$ cat src/rtl/shift_add_mult4.sv
`default_nettype none
// ============================================================================
//  Module   : shift_add_mult4 (with local ripple adder fulladdR)
//  Function : Sequential 4x4 unsigned shift-and-add multiplier with an 8-bit
//             registered product. The multiplier performs one add per cycle
//             through a single 4-bit ripple-carry adder.
//  Option   : `define MULT_ZERO_SKIP_EN to enable early termination once
//             the remaining multiplier bits are all zero.
//  Revision : 1.0 - initial release
// ============================================================================

// 4-bit ripple-carry adder
module fulladdR (
   input  logic [3:0] a_i,
   input  logic [3:0] b_i,
   input  logic       cin_i,
   output logic [3:0] s_o,
   output logic       cout_o
);
   logic [4:0] w_carry;

   assign w_carry[0] = cin_i;

   genvar gi;
   generate
      for (gi = 0; gi < 4; gi++) begin : g_bit
         assign s_o[gi]       = a_i[gi] ^ b_i[gi] ^ w_carry[gi];
         assign w_carry[gi+1] = (a_i[gi] & b_i[gi]) | (w_carry[gi] & (a_i[gi] ^ b_i[gi]));
      end
   endgenerate

   assign cout_o = w_carry[4];
endmodule

module shift_add_mult4 (
   input  logic       clk,
   input  logic       rst,
   input  logic       start,
   input  logic [3:0] a,
   input  logic [3:0] b,
   output logic       busy,
   output logic       done,
   output logic [7:0] product
);
   typedef enum logic [1:0] {
      IDLE = 2'd0,
      RUN  = 2'd1,
      DONE = 2'd2
   } state_t;

   state_t     state_q, state_d;
   logic [3:0] m_q, m_d;
   logic [3:0] acc_q, acc_d;
   logic [3:0] q_q, q_d;
   logic [1:0] cnt_q, cnt_d;
   logic [7:0] product_q, product_d;

   logic [3:0] w_sum;
   logic       w_cout;
   logic       w_sel_c;
   logic [3:0] w_sel_s;
   logic [3:0] w_acc_step;
   logic [3:0] w_q_step;

   // single arithmetic element: acc + m
   fulladdR u_add (
      .a_i    (acc_q),
      .b_i    (m_q),
      .cin_i  (1'b0),
      .s_o    (w_sum),
      .cout_o (w_cout)
   );

   // pick the sum when the current multiplier bit is set, then shift {acc,q} right
   always_comb begin
      w_sel_c    = q_q[0] ? w_cout : 1'b0;
      w_sel_s    = q_q[0] ? w_sum  : acc_q;
      w_acc_step = {w_sel_c, w_sel_s[3:1]};
      w_q_step   = {w_sel_s[0], q_q[3:1]};
   end

`ifdef MULT_ZERO_SKIP_EN
   logic       w_rest_zero;
   logic [2:0] w_shamt;
   logic [7:0] w_early_prod;

   // remaining unprocessed multiplier bits q[3-cnt:0] all zero -> finish now
   always_comb begin
      w_rest_zero = 1'b0;
      case (cnt_q)
         2'd0:    w_rest_zero = (q_q[3:0] == 4'd0);
         2'd1:    w_rest_zero = (q_q[2:0] == 3'd0);
         2'd2:    w_rest_zero = (q_q[1:0] == 2'd0);
         default: w_rest_zero = (q_q[0] == 1'b0);
      endcase
      w_shamt      = 3'd4 - {1'b0, cnt_q};
      w_early_prod = {acc_q, q_q} >> w_shamt;
   end
`endif

   // next-state and datapath control
   always_comb begin
      state_d   = state_q;
      m_d       = m_q;
      acc_d     = acc_q;
      q_d       = q_q;
      cnt_d     = cnt_q;
      product_d = product_q;
      case (state_q)
         IDLE, DONE: begin
            state_d = IDLE;
            if (start) begin
               m_d     = a;
               q_d     = b;
               acc_d   = 4'd0;
               cnt_d   = 2'd0;
               state_d = RUN;
            end
         end
         RUN: begin
`ifdef MULT_ZERO_SKIP_EN
            if (w_rest_zero) begin
               product_d = w_early_prod;
               state_d   = DONE;
            end else begin
`else
            begin
`endif
               acc_d = w_acc_step;
               q_d   = w_q_step;
               cnt_d = cnt_q + 2'd1;
               if (cnt_q == 2'd3) begin
                  product_d = {w_acc_step, w_q_step};
                  state_d   = DONE;
               end
            end
         end
         default: state_d = IDLE;
      endcase
   end

   // state and datapath registers with synchronous reset
   always_ff @(posedge clk) begin
      if (rst) begin
         state_q   <= IDLE;
         m_q       <= 4'd0;
         acc_q     <= 4'd0;
         q_q       <= 4'd0;
         cnt_q     <= 2'd0;
         product_q <= 8'h00;
      end else begin
         state_q   <= state_d;
         m_q       <= m_d;
         acc_q     <= acc_d;
         q_q       <= q_d;
         cnt_q     <= cnt_d;
         product_q <= product_d;
      end
   end

   assign busy    = (state_q == RUN);
   assign done    = (state_q == DONE);
   assign product = product_q;
endmodule
`default_nettype wire

$ cat config.mk
export PLATFORM = sky130hd
export DESIGN_NAME = shift_add_mult4
export DESIGN_NICKNAME = d
export VERILOG_FILES = /design/src/rtl/shift_add_mult4.sv
export SDC_FILE = /design/constraint.sdc
export NUM_CORES = 1
export LEC_CHECK = 0
export ABC_AREA = 1
export ABC_CLOCK_PERIOD_IN_PS = 2400
export CAP_MARGIN = 20
export CORE_UTILIZATION = 35
export DETAILED_ROUTE_END_ITERATION = 6
export HOLD_SLACK_MARGIN = 0.12
export PLACE_DENSITY_LB_ADDON = 0.3
export SYNTH_ARGS = -nofsm -noshare
export SYNTH_HDL_FRONTEND = slang
export SYNTH_HIERARCHICAL = 1
export SYNTH_SLANG_ARGS = --single-unit
$ cat constraint.sdc
create_clock -name clk -period 2.4 [get_ports clk]
set_clock_uncertainty 0.15 [all_clocks]
set_input_delay 0.48 -clock clk [delete_from_list [all_inputs] [get_ports clk]]
set_output_delay 0.48 -clock clk [all_outputs]
set_load 0.03 [all_outputs]
[Word level (Yosys, flattened, before mapping)]
Index checks and enable logic that the tools add are counted.
Cells by class
  add/subtract/negate cells: 1
  eq/ne operators: 5
  muxes and demuxes: 11
  bitwise operators: 17
  reduce and logical (&&, ||, !) cells: 6
Operators by type and width (number)
  4-bit case mux with 2 select lines: 2
  4-bit two-way mux: 3
  2-bit case mux with 2 select lines: 2
  1-bit bitwise AND: 7
  1-bit XOR: 7
  2-bit AND reduction: 3
  2-bit equality test (second input constant): 2
  2-bit two-way mux: 2
  1-bit OR: 3
  2-bit by 1-bit adder with 2-bit output (second input constant): 1
  2-bit by 1-bit equality test with 1-bit output (second input constant): 1
  2-bit logical NOT: 1
  1-bit two-way mux: 2
  2-bit by 1-bit inequality test with 1-bit output (second input constant): 1
  2-bit inequality test (second input constant): 1
  2-bit nonzero test: 1
  2-bit OR reduction: 1
Word-level totals
  register bits: 24
  input port bits: 11
  output and inout port bits: 10
  word-level logic and storage cells: 46

[Depth between registers and ports, before layout]
  word-level depth: 9
  gate-level depth with buffers: 12
  gate-level depth less buffers: 12

[Hierarchy]
The synthesis kept the hierarchy.
Modules (own cells, without submodules)
  shift_add_mult4: instances 1, cells each 136, area each 1031.0 um^2, seq. area each 480.5 um^2
  fulladdR: instances 1, cells each 14, area each 117.6 um^2, seq. area each 0.0 um^2

[Worst setup path after synthesis]
No wires, ideal clock.
  path type: register to register
  start point: register acc_q[0]
  end point: register acc_q[2]
  setup time: 66 ps
  arrival time: 2122 ps
  required time: 2184 ps
  slack: 62 ps
  stages on the path, launching flop included: 13
  buffers on the path: 0
  period minus slack after synthesis: 2338 ps
  cells stage by stage: dfxtp_1 -> fa_1 -> inv_1 -> fa_1 -> inv_1 -> fa_1 -> inv_1 -> fa_1 -> inv_1 -> nand2_1 -> nand2_1 -> nand2_1 -> a21oi_2
On the way
  word-level cells in the longest chain between the ends: 8
RTL lines
  start: declaration: line 53  | logic [3:0] acc_q, acc_d;
  start signal: assignment: line 147  | acc_q <= 4'd0;
  start signal: assignment: line 154  | acc_q <= acc_d;
  1-bit bitwise AND (2 in a row): line 28  | assign w_carry[gi+1] = (a_i[gi] & b_i[gi]) | (w_carry[gi] & (a_i[gi] ^ b_i[gi]));
  1-bit OR: line 28
  1-bit bitwise AND: line 28
  1-bit OR: line 28
  1-bit XOR: line 27  | assign s_o[gi] = a_i[gi] ^ b_i[gi] ^ w_carry[gi];
  via w_sum[3]: line 58  | logic [3:0] w_sum;
  4-bit two-way mux: line 77  | w_sel_s = q_q[0] ? w_sum : acc_q;
  4-bit case mux with 2 select lines: line 109  | case (state_q)
The timed path passes the listed nets, and every way through them passes these cells.
A chain may end at the register's enable or synchronous reset.

[Worst setup path in the final report]
  start point: register m_q[0]
  end point: register acc_q[2]
On the way
  word-level cells in the longest chain between the ends: 8
RTL lines
  start: declaration: line 52  | logic [3:0] m_q, m_d;
  start signal: assignment: line 153  | m_q <= m_d;
  1-bit bitwise AND (2 in a row): line 28
  1-bit OR: line 28
  1-bit bitwise AND: line 28
  1-bit OR: line 28
  1-bit XOR: line 27
  via w_sum[3]: line 58
  4-bit two-way mux: line 77
  4-bit case mux with 2 select lines: line 109
The timed path passes the listed nets, and every way through them passes these cells.

==> impl_metrics.json <==
{
  "worstHoldStart": "cnt_q[0]",
  "ctsHoldBuffers": 0,
  "cts_max_level": 1,
  "cts_buffer_depth": 2,
  "start_util": 0.373,
  "firstDrtPassIters": 4,
  "pre_cts_slack_ns": -0.00998,
  "totalPowerFinal_mw": 0.846,
  "synth_edf_count": 0,
  "use_met1": 0.183,
  "synth_area_leader_cell": "dfxtp_1",
  "wl_um": 2240,
  "fmax_mhz": 419,
  "required_ns": 2.53,
  "max_stage_delay_ns": 0.39,
  "syn_area_um2": 1150,
  "synth_cells": 150,
  "antenna_cells": 0,
  "slowest_stage": "fa_1",
  "cts_setup_buffers": 0,
  "synth_common_cells": "43 x nand2_1, 24 x dfxtp_1, 19 x inv_1",
  "synth-simple-area-share": 0.290,
  "critPathKind": "flip-flop to flip-flop",
  "multi_input_area_um2": 556,
  "antenna_left": 0,
  "numCtsBuffers": 3,
  "startpoint": "m_q[0]",
  "setup_viol": 0,
  "peakVddDrop_uv": 222,
  "drive_above_1_share": 0.174,
  "synth-xor-area-share": 0,
  "post_synth.cell_area_avg_um2": 7.66,
  "synth-compound-area-share": 0.0991,
  "yosysMostFrequentCell": "nand2_1",
  "pin_count": 21,
  "portBuffers": 20,
  "synth_nets": 166,
  "rows": 20,
  "place_congestion": 0.787,
  "cts_root_buf": "clkbuf_4",
  "hpwl_um": 1690,
  "async_reset_ff_frac": 0,
  "grt_max_degree": 18,
  "final_nets": 189,
  "die_area_um2": 3510,
  "p_leak_nw": 0.644,
  "max_cap_violations": 0,
  "final.fill_count": 319,
  "r2r_start": "m_q[0]",
  "muxShareOfSynthArea": 0,
  "slew_viol_final": 0,
  "final-seq-area_um2": 483,
  "hold_class": "flip-flop to flip-flop",
  "hold_violations": 0,
  "period_needed_ns": 2.39,
  "powerDensity_nw_per_um2": 585,
  "synthAdderAreaFrac": 0.0806,
  "clk_pin_slew_worst_paths_ns": 0.14,
  "cts_tree": "built",
  "synth_top_family_by_area": "simple AND/OR/NAND/NOR gates",
  "drt_iter0_drc": 42,
  "synth_top_area_share": 0.418,
  "clkSinkCount": 24,
  "yosysUniqueCellTypes": 21,
  "drt-wirelength-per-cell_um": 10.3,
  "vias_per_cell": 4.51,
  "core_region_area_um2": 3080,
  "end_kind": "flip-flop",
  "grt_remaining_overflow": 0,
  "vias": 975,
  "grt-busiest-layer": "met2",
  "cp.arrival_ns": 2.51,
  "worst_skew_pair.late_latency_ns": 0.33,
  "crit_chain": "fa_2 > inv_2 > fa_2 > inv_2 > fa_2 > inv_2 > fa_1 > inv_1 > nand2_1 > nand2_2 > nand2_2 > a21oi_2",
  "cp-start-kind": "flip-flop",
  "ys_seq_area_frac": 0.418,
  "first_global_vias": 854,
  "syn_to_final_growth_pct": 26.0,
  "drcViolationCount": 0,
  "path_max_fanout": 2,
  "grt_setup_unrepaired": "true",
  "setup_ws_ns": 0.0116,
  "synth_area_leaders": "dfxtp_1 42%, nand2_1 14%, fa_1 7.0%, inv_1 6.2%, nor2_1 5.2%",
  "synth-seq-cells": 24,
  "min_period_over_period": 0.995,
  "use_met3": 0.0262,
  "met2_usage": 0.231,
  "status": "finished clean",
  "ys_warn_count": 6,
  "die_y_um": 59.3,
  "antenna_found_initial": 0,
  "grt_pass1_wl_um": 3730,
  "grt_use_total": 0.145,
  "ys.flop_type": "dfxtp_1",
  "die_x_um": 59.3
}
[state kept, by name (all words and copies together) (netlist names)]
| register | cells |
|---|---|
| acc_q | 4 |
| product | 8 |
| q_q | 4 |
| m_q | 4 |
| cnt_q | 2 |
| state_q | 2 |
[kinds of logic after synthesis]
family	after synthesis
flops	24
other cells	1
simple gates	75
compound gates	19
fa+ha+maj	5
buf+inv	26
[repair_timing]
action / in CTS / in global routing
hold endpoints to repair: 0 / 0
gates resized for setup: 4 / 7
cloned: 0 / 0
pin swaps: 5 / 4
setup endpoints to repair: 1 / 3
[metrics by stage]
stage	util	cells	instance area [um2]	hold WS, ns	TNS, ns
floorplan	-	150	1150	0.278	0
global placement	0.448	212	1380	0.299	0
detailed placement	0.448	212	1380	0.309	-0.00998
CTS	0.467	216	1440	0.329	0
global route	0.470	216	1450	0.349	-0.0903
finish	0.470	216	1450	0.322	0
[critical path: cells and delay by family (launching register included)]
kind / cells / cell delay [ns]
adder cells (fa/ha/maj): 4 / 1.27
AO/OA/AOI/OAI: 1 / 0.13
AND/OR/NAND/NOR: 3 / 0.21
buffers and inverters: 4 / 0.23
flip-flops: 1 / 0.36
[layout make-up]
cell class | instances | share of cell area
Tap cell | 44 | 0.0380
Sequential cell | 24 | 0.334
Inverter | 23 | 0.0631
Clock buffer | 3 | 0.0156
Multi-Input combinational cell | 100 | 0.384
Clock inverter | 1 | 0.0207
Timing Repair Buffer | 21 | 0.145
[where the power goes]
group | internal, mW | switching (mW)
sequential | 0.416 | 0.0163
clock | 0.169 | 0.131
combinational | 0.0460 | 0.0677
[routing by layer]
metal | up-vias | routed length, um
li1 | 505 | -
met1 | 441 | 1030
met4 | 0 | 51
met5 | - | 0
met3 | 5 | 105
met2 | 24 | 1050
[cell usage in the layout (no fill, tap or decap), drive strengths merged]
master / count
buf: 1
dlymetal6s2s: 1
bufinv: 1
inv: 23
fa: 4
nor2: 17
ha: 1
dfxtp: 24
o21ai: 10
nand3: 9
clkdlybuf4s50: 19
nor3: 2
nand2: 47
clkbuf: 3
conb: 1
a21oi: 9
[path summary, 6_finish.rpt]
path,slack [ns],cells past startpoint,end
setup / recovery,0.01,12,acc_q[2]
hold / removal,0.32,1,cnt_q[0]
setup reg to reg,0.01,12,acc_q[2]
hold reg to reg,0.32,1,cnt_q[0]
Note: power is estimated with default switching activity, not from simulation.
